==> config.mk <==
export PLATFORM = sky130hd
export DESIGN_NAME = seq_dtree_engine
export DESIGN_NICKNAME = d
export VERILOG_FILES = /design/src/rtl/seq_dtree_pkg.sv /design/src/rtl/seq_dtree_engine_node_eval.sv /design/src/rtl/seq_dtree_engine.sv
export SDC_FILE = /design/constraint.sdc
export NUM_CORES = 1
export LEC_CHECK = 0
export CORE_AREA = 2 2 259 261
export DETAILED_ROUTE_END_ITERATION = 10
export DIE_AREA = 0 0 261 263
export GPL_TIMING_DRIVEN = 0
export MAX_ROUTING_LAYER = met4
export PLACE_DENSITY = 0.77
export SKIP_CTS_REPAIR_TIMING = 1
export SYNTH_ARGS = -nofsm -noshare
export SYNTH_HDL_FRONTEND = slang
export SYNTH_SLANG_ARGS = --single-unit
==> constraint.sdc <==
create_clock -name clk -period 6.8 [get_ports clk]
set_input_delay 1.7 -clock clk [delete_from_list [all_inputs] [get_ports clk]]
set_output_delay 1.7 -clock clk [all_outputs]
set_load 0.02 [all_outputs]
==> src/rtl/seq_dtree_pkg.sv <==
// Shared types and width helpers for the serial decision-tree classifier.
package seq_dtree_pkg;

  typedef enum logic [1:0] {
    IDLE = 2'd0,
    WALK = 2'd1,
    DONE = 2'd2
  } state_t;

  function automatic int clog2_min1(input int n);
    return (n > 1) ? $clog2(n) : 1;
  endfunction

  function automatic int node_bits_f(input int num_features, input int feat_w,
                                     input int num_nodes);
    return 1 + clog2_min1(num_features) + clog2_min1(feat_w) + feat_w
           + 2 * clog2_min1(num_nodes);
  endfunction

  // Default parameter set: 5 features, 8-bit features, 32 nodes
  localparam int DEF_NUM_FEATURES = 5;
  localparam int DEF_FEAT_W       = 8;
  localparam int DEF_NUM_NODES    = 32;

  localparam int NODE_W    = clog2_min1(DEF_NUM_NODES);
  localparam int FIDX_W    = clog2_min1(DEF_NUM_FEATURES);
  localparam int SH_W      = clog2_min1(DEF_FEAT_W);
  localparam int NODE_BITS = node_bits_f(DEF_NUM_FEATURES, DEF_FEAT_W, DEF_NUM_NODES);

  // Node word layout, LSB upward: f_child | t_child | thr | sh | fidx | leaf
  localparam int F_CHILD_LSB = 0;
  localparam int T_CHILD_LSB = F_CHILD_LSB + NODE_W;
  localparam int THR_LSB     = T_CHILD_LSB + NODE_W;
  localparam int SH_LSB      = THR_LSB + DEF_FEAT_W;
  localparam int FIDX_LSB    = SH_LSB + SH_W;
  localparam int LEAF_BIT    = FIDX_LSB + FIDX_W;

  typedef struct packed {
    logic                  leaf;
    logic [FIDX_W-1:0]     fidx;
    logic [SH_W-1:0]       sh;
    logic [DEF_FEAT_W-1:0] thr;
    logic [NODE_W-1:0]     t_child;
    logic [NODE_W-1:0]     f_child;
  } node_t;

endpackage

==> src/rtl/seq_dtree_engine_node_eval.sv <==
// Combinational evaluation of one tree node against the latched feature vector.
module dtree_node_eval
  import seq_dtree_pkg::*;
#(
  parameter int NUM_FEATURES = 5,
  parameter int FEAT_W       = 8,
  parameter int CLASS_W      = 8,
  parameter int NUM_NODES    = 32,
  parameter int NODE_W       = clog2_min1(NUM_NODES),
  parameter int NODE_BITS    = node_bits_f(NUM_FEATURES, FEAT_W, NUM_NODES)
) (
  input  logic [NODE_BITS-1:0]           node,
  input  logic [NUM_FEATURES*FEAT_W-1:0] features,
  output logic                           is_leaf,
  output logic [NODE_W-1:0]              next_ptr,
  output logic [CLASS_W-1:0]             leaf_class
);

  localparam int FIDX_W_L = clog2_min1(NUM_FEATURES);
  localparam int SH_W_L   = clog2_min1(FEAT_W);
  localparam int F_LSB    = 0;
  localparam int T_LSB    = F_LSB + NODE_W;
  localparam int THR_L    = T_LSB + NODE_W;
  localparam int SH_L     = THR_L + FEAT_W;
  localparam int FIDX_L   = SH_L + SH_W_L;
  localparam int LEAF_L   = FIDX_L + FIDX_W_L;

  logic [FIDX_W_L-1:0] fidx;
  logic [SH_W_L-1:0]   sh;
  logic [FEAT_W-1:0]   thr;
  logic [FEAT_W-1:0]   feat;
  logic [FEAT_W-1:0]   feat_sh;

  assign fidx = node[FIDX_L +: FIDX_W_L];
  assign sh   = node[SH_L +: SH_W_L];
  assign thr  = node[THR_L +: FEAT_W];

  // Out-of-range feature indices match nothing and read as zero
  always_comb begin
    feat = '0;
    for (int i = 0; i < NUM_FEATURES; i++) begin
      if (fidx == FIDX_W_L'(i)) feat = features[i*FEAT_W +: FEAT_W];
    end
  end

  assign feat_sh    = feat >> sh;
  assign is_leaf    = node[LEAF_L];
  assign next_ptr   = (feat_sh <= thr) ? node[T_LSB +: NODE_W] : node[F_LSB +: NODE_W];
  assign leaf_class = thr[CLASS_W-1:0];

endmodule

==> src/rtl/seq_dtree_engine.sv <==
// Programmable decision-tree classifier: writable node table walked one node per clock.
module seq_dtree_engine
  import seq_dtree_pkg::*;
#(
  parameter int NUM_FEATURES = 5,
  parameter int FEAT_W       = 8,
  parameter int CLASS_W      = 8,
  parameter int NUM_NODES    = 32,
  parameter int MAX_DEPTH    = 15,
  parameter int NODE_W       = clog2_min1(NUM_NODES),
  parameter int NODE_BITS    = node_bits_f(NUM_FEATURES, FEAT_W, NUM_NODES)
) (
  input  logic                           clk,
  input  logic                           rst,
  input  logic                           in_valid,
  output logic                           in_ready,
  input  logic [NUM_FEATURES*FEAT_W-1:0] in_features,
  output logic                           out_valid,
  input  logic                           out_ready,
  output logic [CLASS_W-1:0]             out_class,
  output logic                           out_err,
  input  logic                           cfg_we,
  input  logic [NODE_W-1:0]              cfg_addr,
  input  logic [NODE_BITS-1:0]           cfg_data,
  output logic                           busy
);

  localparam int DEPTH_W = clog2_min1(MAX_DEPTH + 1);

  state_t                         state;
  logic [NODE_W-1:0]              ptr;
  logic [DEPTH_W-1:0]             depth;
  logic [NUM_FEATURES*FEAT_W-1:0] feat_q;
  logic [NODE_BITS-1:0]           tbl [NUM_NODES];
  logic [NODE_BITS-1:0]           node_rd;
  logic                           ptr_ok;
  logic                           addr_ok;
  logic                           is_leaf;
  logic [NODE_W-1:0]              next_ptr;
  logic [CLASS_W-1:0]             leaf_class;

  // Pointers and addresses past the table end read as zero / drop writes
  if (NUM_NODES == (1 << NODE_W)) begin : g_full
    assign ptr_ok  = 1'b1;
    assign addr_ok = 1'b1;
  end else begin : g_partial
    assign ptr_ok  = (32'(ptr) < NUM_NODES);
    assign addr_ok = (32'(cfg_addr) < NUM_NODES);
  end

  assign node_rd   = ptr_ok ? tbl[ptr] : '0;
  assign in_ready  = (state == IDLE);
  assign out_valid = (state == DONE);
  assign busy      = (state != IDLE);

  dtree_node_eval #(
    .NUM_FEATURES (NUM_FEATURES),
    .FEAT_W       (FEAT_W),
    .CLASS_W      (CLASS_W),
    .NUM_NODES    (NUM_NODES),
    .NODE_W       (NODE_W),
    .NODE_BITS    (NODE_BITS)
  ) u_eval (
    .node       (node_rd),
    .features   (feat_q),
    .is_leaf    (is_leaf),
    .next_ptr   (next_ptr),
    .leaf_class (leaf_class)
  );

  // Feature capture: data path, no reset needed
  always_ff @(posedge clk) begin
    if (state == IDLE && in_valid) feat_q <= in_features;
  end

  always_ff @(posedge clk) begin
    if (rst) begin
      state     <= IDLE;
      ptr       <= '0;
      depth     <= '0;
      out_class <= '0;
      out_err   <= 1'b0;
      for (int i = 0; i < NUM_NODES; i++) tbl[i] <= '0;
    end else begin
      unique case (state)
        IDLE: begin
          if (cfg_we && addr_ok) tbl[cfg_addr] <= cfg_data;
          if (in_valid) begin
            ptr   <= '0;
            depth <= '0;
            state <= WALK;
          end
        end
        WALK: begin
          if (is_leaf) begin
            out_class <= leaf_class;
            out_err   <= 1'b0;
            state     <= DONE;
          end else if (depth == DEPTH_W'(MAX_DEPTH)) begin
            out_class <= '1;
            out_err   <= 1'b1;
            state     <= DONE;
          end else begin
            ptr   <= next_ptr;
            depth <= depth + 1'b1;
          end
        end
        DONE: begin
          if (out_ready) state <= IDLE;
        end
        default: state <= IDLE;
      endcase
    end
  end

endmodule

# Yosys cells after proc, flatten, opt, wreduce, memory -nomap -nowiden
# Memories as Yosys holds them, arrays and structs flattened. A register that Yosys moved wholly into a read port is not among the register bits.
# Index checks and enable logic that the tools add are counted.
word_totals:
  romBits: 0
  register_bits: 60
  ram_bits: 800
  output_inout_bits: 12
  latch_bits: 0
  wordCells: 66
  in_bits: 75
  n_memories: 1
memory_table:
  columns: ["name", "depth", "word_bits", "read_ports", "rd_clocked_by_memory_dff", "write_ports", "line_no", "rtl"]
  rows:
  - ["tbl", 32, 25, 1, 1, 32, "seq_dtree_engine.sv:34", "logic [NODE_BITS-1:0] tbl [NUM_NODES];"]
classes:
  n_addsub: 1
  n_bitwise: 0
  div: 0
  reduce_logical: 10
  n_lt_le_gt_ge: 1
  n_mux: 34
  n_shift: 1
  eq_ne: 12
  n_mul: 0
op_table:
  columns: ["op", "count"]
  rows:
  - ["8-bit two-way mux", 7]
  - ["5-bit two-way mux", 7]
  - ["25-bit two-way mux", 1]
  - ["25-bit OR reduction", 1]
  - ["4-bit two-way mux", 3]
  - ["5-bit one-hot mux with 2 select lines", 1]
  - ["1-bit two-way mux", 9]
  - ["8-bit less-or-equal comparator", 1]
  - ["2-bit two-way mux", 4]
  - ["4-bit one-hot mux with 2 select lines", 1]
  - ["8-bit by 3-bit right shift with 8-bit output", 1]
  - ["3-bit by 2-bit == test with 1-bit output, second input constant", 2]
  - ["2-bit inequality test, second input constant", 3]
  - ["2-bit one-hot mux with 3 select lines", 1]
  - ["2-bit nonzero test", 3]
  - ["4-bit by 1-bit adder with 4-bit output, second input constant", 1]
  - ["4-bit == test, second input constant", 1]
  - ["4-bit AND reduction", 1]
  - ["3-bit by 1-bit == test with 1-bit output, second input constant", 1]
  - ["3-bit == test, second input constant", 1]
  - ["3-bit logical NOT", 1]
  - ["3-bit inequality test, second input constant", 1]
  - ["3-bit AND reduction", 1]
  - ["2-bit by 1-bit == test with 1-bit output, second input constant", 1]
  - ["5 further kinds", 5]

# Logic depth before layout (Yosys ltp)
logic_depth:
  depth_word: 14
  depth_mapped: 24

# Hierarchy
# A second synthesis with hierarchy kept.
unflattened:
  cells_unflattened: 2990
  area_unflattened_um2: 39974.6
modules_own_cells:
  columns: ["mod", "cells_each", "area_per_inst_um2", "instances"]
  rows:
  - ["seq_dtree_engine", 2864, 39003.7, 1]
  - ["dtree_node_eval", 126, 970.9, 1]

# Least setup slack after synthesis
# OpenSTA, ideal clock, no wires.
synth_timing:
  path_kind: "reg2reg"
  start: "register with a tool-made name"
  end: "register with a tool-made name"
  stages_incl_launch_ff: 20
  path_slack_ps: 1421
  arrival_ps: 5243
  path_cell_list: "dfxtp_1 -> buf_4 -> buf_6 -> buf_2 -> clkbuf_1 -> buf_2 -> buf_2 -> mux4_2 -> mux4_2 -> mux2i_1 -> ha_1 -> nor2b_1 -> o21a_1 -> o21a_1 -> o21ai_0 -> a21oi_1 -> o31ai_1 -> mux4_2 -> nand2_1 -> a21oi_1"

==> impl_metrics.json <==
{
  "cp-start-kind": "flop",
  "whs_path_depth": 2,
  "num_io_pins": 87,
  "instances_no_fill": 3573,
  "status": "complete, no violations",
  "dp_cells": 3416,
  "fillers": 4398,
  "critPathCaptureType": "flop",
  "cts_made_buffers": 87,
  "first_pass_iters": 7,
  "root_buffer": "clkbuf_16",
  "max_freq_mhz": 149.3,
  "fin_crit_sh_pct": 98.53,
  "cts_buffer_depth": 3,
  "syn_nets": 2549,
  "ys_ff_latch": 865,
  "wire_per_inst_um": 29.17,
  "cap_violations": 0,
  "finClkSkew_ns": 0.02456,
  "yosys_warnings": 0,
  "drt-initial-drc-count": 2535,
  "overflow": 0,
  "period_needed_ns": 6.700,
  "drive_gt1_share_pct": 17.02,
  "async_flop_share_pct": 0,
  "cts_tree": "built",
  "start_util_pct": 59.85,
  "yosysTopAreaCellShare_pct": 64.21,
  "relSlewSlack_pct": 25.58,
  "synth_cell_types": 61,
  "cts.reportedPaths.clkPinSlew_ns": 0.06,
  "critPathArrivalTime_ns": 7.20,
  "cp_max_fo": 10,
  "avgSynthCellArea_um2": 15.94,
  "vias": 22668,
  "antenna_cells": 0,
  "synth_area_leaders": "edfxtp_1 64%, mux4_2 14%, and2_1 13%",
  "viasPerCell": 6.344,
  "holdWs_ns": 0.4631,
  "p_leak_uw": 0.01550,
  "synth.most_common_cell": "edfxtp_1",
  "nNetsFinal": 2725,
  "grt_max_degree": 41,
  "hold_viol": 0,
  "netlist_instances": 2465,
  "dieWidth_um": 261,
  "hold_start": "ptr[4]",
  "antenna_found_initial": 1,
  "place_hpwl_mm": 71.03,
  "grt_usage_pct": 31.92,
  "r2r_slack_ns": 0.10,
  "grt_pass1_wl_mm": 150.8,
  "grt_pass1_vias": 23178,
  "synth_commonest_cells": "840 x edfxtp_1, 806 x and2_1, 237 x mux4_2",
  "setup_viol": 0,
  "dieArea_mm2": 0.06864,
  "grt_setup_unrepaired": "no",
  "ys_seq_area_share_pct": 65.49,
  "hold_end": "ptr[4]",
  "gp_congestion": 0.9673,
  "core_area_mm2": 0.06563,
  "row_count": 94,
  "synth_area_mm2": 0.03928,
  "post-synth-top-area-cell": "edfxtp_1",
  "clkLatencyLatePin_ns": 0.65,
  "htreeDepth": 3,
  "path_class": "reg -> reg",
  "ys.flop_type": "edfxtp_1",
  "cellPowerDensity_mw_per_mm2": 297.3,
  "cp.required_ns": 7.30,
  "synth_edf_count": 840,
  "min_path_type": "reg -> reg",
  "slew_viol_final": 0,
  "worstMarginPinSlew_ns": 1.116,
  "worst-r2r-cell-count": 18,
  "die_y_um": 263,
  "area_growth_pct": 12.01,
  "vdd_drop_max_mv": 0.2143,
  "wirelength_mm": 104.2,
  "place.port_buffers": 85,
  "cts_sinks": 865,
  "drc": 0,
  "ant_nets": 0
}
==> cell families after synthesis <==
family,count (synthesis),synth area share [%]
AO/OA/AOI/OAI,86,1.612
XOR/XNOR,2,0.04460
adder cells (fa/ha/maj),9,0.2867
buffers and inverters,223,2.395
flip-flops,865,65.49
multiplexers,289,15.05
AND/OR/NAND/NOR,991,15.12
==> sequential cells by signal, summed over array words and instances, names as in the netlist, named ones only <==
register	cells
state	2
depth	4
ptr	5
tbl	800
out_err	1
out_class	8
feat_q	40
==> critical path: stages, from the launching register on <==
cell	delay, ns
dfxtp_1	0.31
clkbuf_1	0.52
buf_2	0.49
clkdlybuf4s15_1	0.87
clkbuf_2	0.57
clkbuf_2	0.52
mux4_2	0.46
mux2i_2	0.50
ha_1	0.34
nor2b_1	0.13
o21a_1	0.16
o21a_1	0.16
o21ai_0	0.14
a21oi_1	0.10
o31ai_2	0.18
buf_4	0.25
mux4_2	0.61
nand2_1	0.11
a21oi_1	0.08
==> layer usage <==
metal	wire length, um	part of all wire, %	vias to the layer above	GRT usage (%)
met1	37000	36	11592	39.70
met4	6483	6.2	0	16.42
met5	0	0	-	-
li1	-	-	9490	-
met3	9144	8.8	298	5.767
met2	51590	50	1288	50.56
==> how the worst max path moves through the flow <==
| stage | end | slack, ns |
|---|---|---|
| after floorplan | flop | 1.42 |
| after global placement | flop | -1.72 |
| after detailed placement | flop | -0.54 |
| after CTS | flop | -0.58 |
| after global routing | flop | 0.08 |
| final | flop | 0.10 |
==> where the power goes <==
group	switching [uW]	internal, uW	total, uW
Clock	2040	2620	4660
Combinational	1370	924	2290
Sequential	65.1	6060	6130
Total	3470	9610	13100
==> layout make-up <==
cell class              count  area, um^2  share of cell area, %
clock inverters            43       409.1                 0.9299
inverters                   9       33.78                0.07678
multi-input cells        1377       12630                  28.70
clock buffers             114        2298                  5.224
flip-flops and latches    865       25720                  58.47
repair buffers             88       893.4                  2.030
well taps                 864        1081                  2.457
plain buffers             213       928.4                  2.110
==> layout by cell type, fill, tap and decap left out, types with 9 or more instances in the layout <==
cell             Yosys  final
nand2_1             29     29
clkinv_2             0     17
clkbuf_1           165    184
a22oi_1             10     10
a21oi_1             22     22
nor2_1              64     64
mux2i_1             44     42
a211oi_1            14     14
clkinv_1             0     13
ha_1                 9      9
clkdlybuf4s50_1      0     85
buf_2               31     28
nand3_1             19     19
nor2b_1              9      9
or2_2               33     33
clkbuf_16            0     87
dfxtp_1             25     25
edfxtp_1           840    840
and2_1             806    806
mux4_2             237    237
nor3_1              11     11
clkbuf_2             0      9
==> per-stage QoR <==
step                      area, um^2  setup slack, ns  power [uW]  util [%]  setup TNS [ns]
after floorplan                39280            1.421        7649         -               0
after global routing           44000          0.07611       13390     67.04               0
after detailed placement       41250          -0.5425        8483     62.85          -4.998
after global placement         41210           -1.721        8416     62.80          -16.75
final                          44000           0.1000       13080     67.04               0
after CTS                      43950          -0.5828       13050     66.98          -5.378
Note: power is estimated with default switching activity, not from simulation.
